$ cat src/rtl/cla_serial_adder_ctrl_if.sv
// Valid/ready operand and result bundle for the serial carry-lookahead adder.
// The master drives operands and result acceptance; the slave is the adder itself.
interface cla_serial_adder_ctrl_if #(parameter int WIDTH = 16);
  logic             in_valid;
  logic             in_ready;
  logic [WIDTH-1:0] a;
  logic [WIDTH-1:0] b;
  logic             cin;
  logic             sub;
  logic             out_valid;
  logic             out_ready;
  logic [WIDTH-1:0] sum;
  logic             cout;
  logic             overflow;

  modport master (
    output in_valid, a, b, cin, sub, out_ready,
    input  in_ready, out_valid, sum, cout, overflow
  );

  modport slave (
    input  in_valid, a, b, cin, sub, out_ready,
    output in_ready, out_valid, sum, cout, overflow
  );
endinterface

$ cat src/rtl/cla_serial_adder_ctrl.sv
// WIDTH-bit add/subtract built from one 4-bit lookahead slice reused once per nibble,
// least-significant nibble first, with a registered carry between nibbles.
module cla (
  input  logic [3:0] a,
  input  logic [3:0] b,
  input  logic       cin,
  output logic [3:0] sum,
  output logic       cout
);
  logic [3:0] g;
  logic [3:0] p;
  logic [3:0] c;

  assign g = a & b;
  assign p = a ^ b;

  // Every carry is flattened to two logic levels from g, p and cin.
  assign c[0] = cin;
  assign c[1] = g[0] | (p[0] & cin);
  assign c[2] = g[1] | (p[1] & g[0]) | (p[1] & p[0] & cin);
  assign c[3] = g[2] | (p[2] & g[1]) | (p[2] & p[1] & g[0]) | (p[2] & p[1] & p[0] & cin);
  assign cout = g[3] | (p[3] & g[2]) | (p[3] & p[2] & g[1]) | (p[3] & p[2] & p[1] & g[0])
              | (p[3] & p[2] & p[1] & p[0] & cin);

  assign sum = p ^ c;
endmodule

module cla_serial_adder_ctrl #(
  parameter int WIDTH = 16
) (
  input  logic                    clk,
  input  logic                    rst,
  cla_serial_adder_ctrl_if.slave  bus
);
  localparam int NIBBLES = WIDTH / 4;
  localparam int CW      = (NIBBLES > 1) ? $clog2(NIBBLES) : 1;
  localparam logic [CW-1:0] LAST = CW'(NIBBLES - 1);

  if ((WIDTH % 4) != 0 || WIDTH < 4) begin : g_width_check
    $error("cla_serial_adder_ctrl: WIDTH must be a multiple of 4 and at least 4");
  end

  typedef enum logic [1:0] {IDLE, RUN, DONE} state_t;

  state_t           state;
  logic [WIDTH-1:0] a_sh;
  logic [WIDTH-1:0] b_sh;
  logic [WIDTH-1:0] sum_sh;
  logic [CW-1:0]    cnt;
  logic             carry;
  logic             a_msb;
  logic             b_msb;
  logic             ready;
  logic             valid;
  logic [WIDTH-1:0] result;
  logic             carry_out;
  logic             ovf;

  logic [3:0]       nib_sum;
  logic             nib_cout;
  logic [WIDTH-1:0] sum_next;

  cla u_cla (
    .a    (a_sh[3:0]),
    .b    (b_sh[3:0]),
    .cin  (carry),
    .sum  (nib_sum),
    .cout (nib_cout)
  );

  // The new nibble enters at the top so that after the last nibble the word is in place.
  assign sum_next = WIDTH'({nib_sum, sum_sh} >> 4);

  always_ff @(posedge clk or posedge rst) begin
    if (rst) begin
      state     <= IDLE;
      a_sh      <= '0;
      b_sh      <= '0;
      sum_sh    <= '0;
      cnt       <= '0;
      carry     <= 1'b0;
      a_msb     <= 1'b0;
      b_msb     <= 1'b0;
      ready     <= 1'b1;
      valid     <= 1'b0;
      result    <= '0;
      carry_out <= 1'b0;
      ovf       <= 1'b0;
    end else begin
      case (state)
        IDLE: begin
          if (bus.in_valid) begin
            a_sh   <= bus.a;
            b_sh   <= bus.sub ? ~bus.b : bus.b;
            carry  <= bus.sub ? 1'b1 : bus.cin;
            cnt    <= '0;
            a_msb  <= bus.a[WIDTH-1];
            b_msb  <= bus.sub ? ~bus.b[WIDTH-1] : bus.b[WIDTH-1];
            ready  <= 1'b0;
            state  <= RUN;
          end
        end
        RUN: begin
          a_sh   <= a_sh >> 4;
          b_sh   <= b_sh >> 4;
          sum_sh <= sum_next;
          carry  <= nib_cout;
          cnt    <= cnt + 1'b1;
          // Visible results change only here, so they never show a partial word.
          if (cnt == LAST) begin
            result    <= sum_next;
            carry_out <= nib_cout;
            ovf       <= (a_msb == b_msb) && (sum_next[WIDTH-1] != a_msb);
            valid     <= 1'b1;
            state     <= DONE;
          end
        end
        DONE: begin
          if (bus.out_ready) begin
            valid <= 1'b0;
            ready <= 1'b1;
            state <= IDLE;
          end
        end
        default: begin
          valid <= 1'b0;
          ready <= 1'b1;
          state <= IDLE;
        end
      endcase
    end
  end

  assign bus.in_ready  = ready;
  assign bus.out_valid = valid;
  assign bus.sum       = result;
  assign bus.cout      = carry_out;
  assign bus.overflow  = ovf;
endmodule

$ cat src/flat_wrapper.sv
// flat-port wrapper written by rule: the top's interface ports become plain ports
module cla_serial_adder_ctrl_flat 
#(
  parameter int WIDTH = 16
)
  (clk, rst, bus_in_valid, bus_a, bus_b, bus_cin, bus_sub, bus_out_ready, bus_in_ready, bus_out_valid, bus_sum, bus_cout, bus_overflow);
  cla_serial_adder_ctrl_if #(.WIDTH(WIDTH)) bus_i ();
  input  logic clk;
  input  logic rst;
  input wire logic [$bits(bus_i.in_valid)-1:0] bus_in_valid;
  input wire logic [$bits(bus_i.a)-1:0] bus_a;
  input wire logic [$bits(bus_i.b)-1:0] bus_b;
  input wire logic [$bits(bus_i.cin)-1:0] bus_cin;
  input wire logic [$bits(bus_i.sub)-1:0] bus_sub;
  input wire logic [$bits(bus_i.out_ready)-1:0] bus_out_ready;
  output wire logic [$bits(bus_i.in_ready)-1:0] bus_in_ready;
  output wire logic [$bits(bus_i.out_valid)-1:0] bus_out_valid;
  output wire logic [$bits(bus_i.sum)-1:0] bus_sum;
  output wire logic [$bits(bus_i.cout)-1:0] bus_cout;
  output wire logic [$bits(bus_i.overflow)-1:0] bus_overflow;
  assign bus_i.in_valid = bus_in_valid;
  assign bus_i.a = bus_a;
  assign bus_i.b = bus_b;
  assign bus_i.cin = bus_cin;
  assign bus_i.sub = bus_sub;
  assign bus_i.out_ready = bus_out_ready;
  assign bus_in_ready = bus_i.in_ready;
  assign bus_out_valid = bus_i.out_valid;
  assign bus_sum = bus_i.sum;
  assign bus_cout = bus_i.cout;
  assign bus_overflow = bus_i.overflow;
  cla_serial_adder_ctrl #(.WIDTH(WIDTH)) u_core (.clk(clk), .rst(rst), .bus(bus_i));
endmodule
$ cat config.mk
export PLATFORM = sky130hd
export DESIGN_NAME = cla_serial_adder_ctrl_flat
export DESIGN_NICKNAME = d
export VERILOG_FILES = /design/src/rtl/cla_serial_adder_ctrl_if.sv /design/src/rtl/cla_serial_adder_ctrl.sv /design/src/flat_wrapper.sv
export SDC_FILE = /design/constraint.sdc
export NUM_CORES = 1
export LEC_CHECK = 0
export ABC_AREA = 1
export BUFFER_PORTS_ARGS = -buffer_cell sky130_fd_sc_hd__clkbuf_2
export CORE_ASPECT_RATIO = 1.4
export CORE_MARGIN = 2
export CORE_UTILIZATION = 55
export CTS_CLUSTER_SIZE = 10
export DETAILED_ROUTE_END_ITERATION = 10
export GPL_TIMING_DRIVEN = 0
export PLACE_DENSITY_LB_ADDON = 0.08
export SLEW_MARGIN = 15
export SYNTH_ARGS = -nofsm -noshare
export SYNTH_HDL_FRONTEND = slang
export SYNTH_SLANG_ARGS = --single-unit
export TNS_END_PERCENT = 100
$ cat constraint.sdc
create_clock -name clk -period 2.3 [get_ports clk]
set_input_delay 0.115 -clock clk [delete_from_list [all_inputs] [get_ports clk]]
set_output_delay 0.115 -clock clk [all_outputs]
set_load 0.05 [all_outputs]
# After elaboration in Yosys (flattened, before gate mapping)
# Index checks and enable logic that the tools add are counted.
# totals
out_inout_bits	20
elab_cells	85
reg_bits	75
in_bits	38
# classes
eq_ne	8
n_mux	21
n_bitwise	33
n_reduce_logical	9
add_sub_neg	1
# ops
cell	count
$pmux W16 S2	2
$mux W16	3
$and A1 B1 Y1	16
$not A16 Y16	1
$or A1 B1 Y1	10
$reduce_and A3 Y1	3
$mux W2	4
$xor A4 B4 Y4	2
$mux W1	7
$pmux W1 S3	2
$pmux W2 S3	1
$reduce_and A2 Y1	3
$and A4 B4 Y4	1
$eq A2 B2 Y1 const B	2
$ne A2 B2 Y1 const B	2
$pmux W2 S2	1
$not A1 Y1	3
$add A2 B1 Y2 const B	1
$eq A2 B1 Y1 const B	1
$logic_not A2 Y1	1
$ne A2 B1 Y1 const B	1
$pmux W1 S2	1
$reduce_bool A2 Y1	1
$eq A1 B1 Y1	1
other kinds (2)	2

# Longest topological paths before layout
# logic_depth
ltp_word	8
depth_mapped	9
mapped_depth_nobuf	9

# Modules after synthesis
# From an unflattened synthesis, not the netlist that was laid out.
# hier_totals
hier_cells	441
hier_area_um2	3583.4
# by_module_without_submodules
mod	cells_each	seq_area_each_um2	area_each_um2	instances
cla_serial_adder_ctrl	410	1778.0	3394.5	1
cla	31	0.0	188.9	1

# Least setup slack after synthesis
# Ideal clock, no wire load.
# synth_path
path_kind	flip-flop to flip-flop
startpoint	register u_core.b_sh[2]
endpoint	register u_core.carry
setup_ns	0.132
arrival_ns	1.388
slack_ns	0.780
stages_incl_launch_ff	9
n_path_buf	0
required_time_ns	2.168
period_less_slack_ns	1.520
path_cell_list	dfrtp_1 -> ha_1 -> or2_2 -> nand2_1 -> nand2_1 -> nand2_1 -> nand2_1 -> nand2_1 -> o211ai_1
# synth_via
elab_chain_len	7
elab_cells_between_ends	14
cone_classes	1 x mux; 13 x bitwise
# synth_rtl
element	line_no	text
start: declaration	cla_serial_adder_ctrl.sv:47	logic [WIDTH-1:0] b_sh;
start signal: assignment	cla_serial_adder_ctrl.sv:94	b_sh <= bus.sub ? ~bus.b : bus.b;
start signal: assignment	cla_serial_adder_ctrl.sv:105	b_sh <= b_sh >> 4;
$and A4 B4 Y4 / $xor A4 B4 Y4 (equally long branches)	cla_serial_adder_ctrl.sv:14, cla_serial_adder_ctrl.sv:15	
$and A1 B1 Y1 (on tied branches)	cla_serial_adder_ctrl.sv:22, cla_serial_adder_ctrl.sv:23	
$or A1 B1 Y1 (tied with other cells) (2 in a row)	cla_serial_adder_ctrl.sv:22	assign cout = g[3] | (p[3] & g[2]) | (p[3] & p[2] & g[1]) | (p[3] & p[2] & p[1] & g[0])
$or A1 B1 Y1 / $and A1 B1 Y1 (equally long branches)	cla_serial_adder_ctrl.sv:22, cla_serial_adder_ctrl.sv:23	
$or A1 B1 Y1 *	cla_serial_adder_ctrl.sv:23	| (p[3] & p[2] & p[1] & p[0] & cin);
$pmux W1 S2 *	cla_serial_adder_ctrl.sv:90	case (state)
end signal: assignment	cla_serial_adder_ctrl.sv:95	carry <= bus.sub ? 1'b1 : bus.cin;
end signal: assignment	cla_serial_adder_ctrl.sv:107	carry <= nib_cout;
end: declaration	cla_serial_adder_ctrl.sv:50	logic carry;
# Mark *: on every way between the ends. The rest lies on a longest branch, timed or not.
# A chain may end at the register's enable or synchronous reset.

# Worst setup path in the final report
# Same ends and word-level chain as after synthesis.

==> flow_metrics.env <==
export IMPL_die_h_um=94.4
export IMPL_final_core_util=0.697
export IMPL_worstHoldPathType="in -> reg"
export IMPL_final_cell_mix="nand2_1 (91), dfrtp_1 (70), clkbuf_2 (56), o21ai_0 (31), inv_1 (22)"
export IMPL_rsz0062_at_grt="no"
export IMPL_start_util=0.577
export IMPL_clockPowerShare=0.173
export IMPL_crit_top_cell="nand2_1"
export IMPL_hold_slack_ns=0.0613
export IMPL_finalMaxSlewViolations=0
export IMPL_critPathArrivalTime_ns=1.96
export IMPL_outcome="complete, no violations"
export IMPL_p_total_mw=6.46
export IMPL_hold_viol=0
export IMPL_dp_hpwl_um=4860
export IMPL_clk_pin_slew_worst_paths_ns=0.07
export IMPL_leakagePower_nw=1.94
export IMPL_r2r_cells=8
export IMPL_synth_cell_types=34
export IMPL_drv_cap=0
export IMPL_netlist_area_um2=3210
export IMPL_fmax_mhz=570
export IMPL_crit_fanout=4
export IMPL_fin_setup_tns_ns=0
export IMPL_seqPwrFrac=0.339
export IMPL_finalWirelength_um=7000
export IMPL_die_area_um2=6470
export IMPL_p_sw_mw=2.79
export IMPL_layout_commonest_cell="nand2_1"
export IMPL_coreArea_um2=5570
export IMPL_cp_depth=8
export IMPL_synthArstFlopShare=1.00
export IMPL_path_buf_inv=0
export IMPL_combPwrFrac=0.488
export IMPL_htree_levels=3
export IMPL_die_x_um=68.6
export IMPL_yosys_most_used_dff="dfrtp_1"
export IMPL_ys_seq_area_frac=0.554
export IMPL_drt_initial_drc_count=157
export IMPL_cpPeakStageDelay_ns=0.43
export IMPL_syn_to_final_growth_pct=20.9
export IMPL_grt_max_degree=57
export IMPL_fin_area_um2=3880
export IMPL_powerDensity_nw_per_um2=1670
export IMPL_worstPathCellList="ha_1 -> or2_2 -> nand2_1 -> nand2_1 -> nand2_1 -> nand2_1 -> nand2_1 -> o211ai_1"
export IMPL_tritoncts="done"
export IMPL_grt_pass1_wl_um=11700
export IMPL_clk_path_buf_depth=2
export IMPL_critPathKind="reg -> reg"
export IMPL_nets=442
export IMPL_endpoint_kind="flop"
export IMPL_grtUsageTotal=0.250
export IMPL_drive_above_1_share=0.270
export IMPL_wl_per_cell_um=14.9
export IMPL_internal_power_mw=3.67
export IMPL_clk_latency_ns=0.34
export IMPL_dr_pass1_iters=4
export IMPL_synth_seq_cells=71
export IMPL_vias_per_cell=5.35
export IMPL_critPathLaunchType="flop"
export IMPL_antenna_cells=0
export IMPL_fin_skew_ns=0.00377
export IMPL_cts_inserted_buffers=9
export IMPL_hold_depth=4
export IMPL_route_vias_total=2518
export IMPL_cpMaxStageDelayCell="dfrtp_1"
export IMPL_fin_crit_ns=1.75
export IMPL_gp_congestion=0.784
export IMPL_syn_inst=325
export IMPL_placed_area_um2=3600
export IMPL_cp_required_ns=2.51
export IMPL_post_cts_buffers=0
export IMPL_synth_nets=369
export IMPL_detail_route_antenna_nets=0
export IMPL_grt_overflow_total=0
export IMPL_avgSynthCellArea_um2=9.87
export IMPL_pin_count=58
export IMPL_period_share=0.763
export IMPL_cp_top_family="simple AND/OR/NAND/NOR gates"
export IMPL_portBuffers=56
export IMPL_root_buffer="clkbuf_8"
export IMPL_setup_violations=0
export IMPL_synth_edf_count=0
export IMPL_yosys_warnings=0
export IMPL_tightest_slew_ns=0.392
export IMPL_max_slew_margin=0.738
export IMPL_switching_share=0.433
export IMPL_grt_pass1_vias=2484
export IMPL_rrSetupSlack_ns=0.55
export IMPL_drcViolationCount=0
export IMPL_cts_sinks=71
export IMPL_antenna_found_initial=0
export IMPL_ir_worst_vdd_mv=0.740
export IMPL_row_count=32
[kinds of logic after synthesis]
logic type	after synthesis	synth area share
and+or+nand+nor	122	0.155
xor gates and xnor gates	17	0.0464
AOI/OAI and AO/OA	65	0.143
DFF	71	0.554
buffers and inverters	44	0.0756
adders and majority gates	6	0.0257
[metrics by stage]
step                worst slack [ns]  cells
floorplan                      0.390    325
global placement              -0.444    449
detailed placement             0.600    450
CTS                            0.550    471
global route                   0.402    471
finish                         0.545    471
[cells in the mapped netlist (2+ instances only)]
library cell	n	area, um^2
nand2_4	2	22.5
a22o_1	4	35.0
inv_4	3	18.8
buf_4	4	30.0
inv_2	2	7.51
o211ai_1	4	30.0
buf_6	5	56.3
buf_2	5	25.0
nand2_1	91	342
inv_1	23	86.3
nor2_1	15	56.3
o221ai_1	9	78.8
o221a_2	11	124
xnor2_1	16	140
o21ai_0	31	155
ha_1	5	62.6
a21oi_1	2	10.0
dfrtp_1	70	1750
nand3_1	8	40.0
[worst min-delay path: cells and delay by family]
kind,cells,cell delay (ns)
buf+inv,2,0.11
simple gates,2,0.15
[power by group through the flow]
stage	logic [mW]	registers [mW]	clock network, mW
after detailed placement	3.15	2.20	0
final	3.15	2.19	1.12
after global placement	3.08	2.18	0
after global routing	3.52	2.26	1.17
after CTS	3.18	2.19	1.13
after floorplan	1.92	2.65	0
[state kept, by name (all words and copies together), names as in the netlist]
register,count
u_core.sum_sh,12
u_core.cnt,2
u_core.carry,1
u_core.bus.out_valid,1
u_core.bus.sum,16
u_core.b_sh,16
u_core.bus.overflow,1
u_core.bus.in_ready,1
u_core.state,2
u_core.bus.cout,1
u_core.a_sh,16
u_core.b_msb,1
u_core.a_msb,1
[metal layers]
metal / routed length (um) / up-vias / GRT usage
met1: 2930 / 1213 / 0.305
li1: - / 1228 / -
met2: 3660 / 67 / 0.429
met3: 275 / 10 / 0.0334
met5: 0 / - / 0
met4: 135 / 0 / 0.110
[path summary, 6_finish.rpt]
check | endpoint | start
max in group asynchronous | u_core.bus.in_ready$_DFFE_PP1P_ | rst
worst min-delay path | u_core.state[1]$_DFFE_PP0P_ | bus_out_ready
min in group asynchronous | u_core.bus.sum[15]$_DFFE_PP0P_ | rst
worst min register to register | u_core.bus.sum[2]$_DFFE_PP0P_ | u_core.bus.sum[2]$_DFFE_PP0P_
worst max-delay path | u_core.carry$_DFFE_PP0P_ | u_core.b_sh[2]$_DFFE_PP0P_
worst max register to register | u_core.carry$_DFFE_PP0P_ | u_core.b_sh[2]$_DFFE_PP0P_
[area by class of cell]
type / count / area, um^2
clock inverters: 3 / 65.1
clock buffers: 13 / 159
repair buffers: 62 / 358
plain buffers: 16 / 130
inverters: 28 / 115
fillers: 439 / 1690
well taps: 68 / 85.1
multi-input cells: 210 / 1190
flip-flops and latches: 71 / 1780
[timing repair]
item / 4_1_cts / 5_1_grt
hold buffers: 5 / 0
hold endpoints to repair: 30 / 0
resized for setup: 0 / 0
Note: power is estimated with default switching activity, not from simulation.
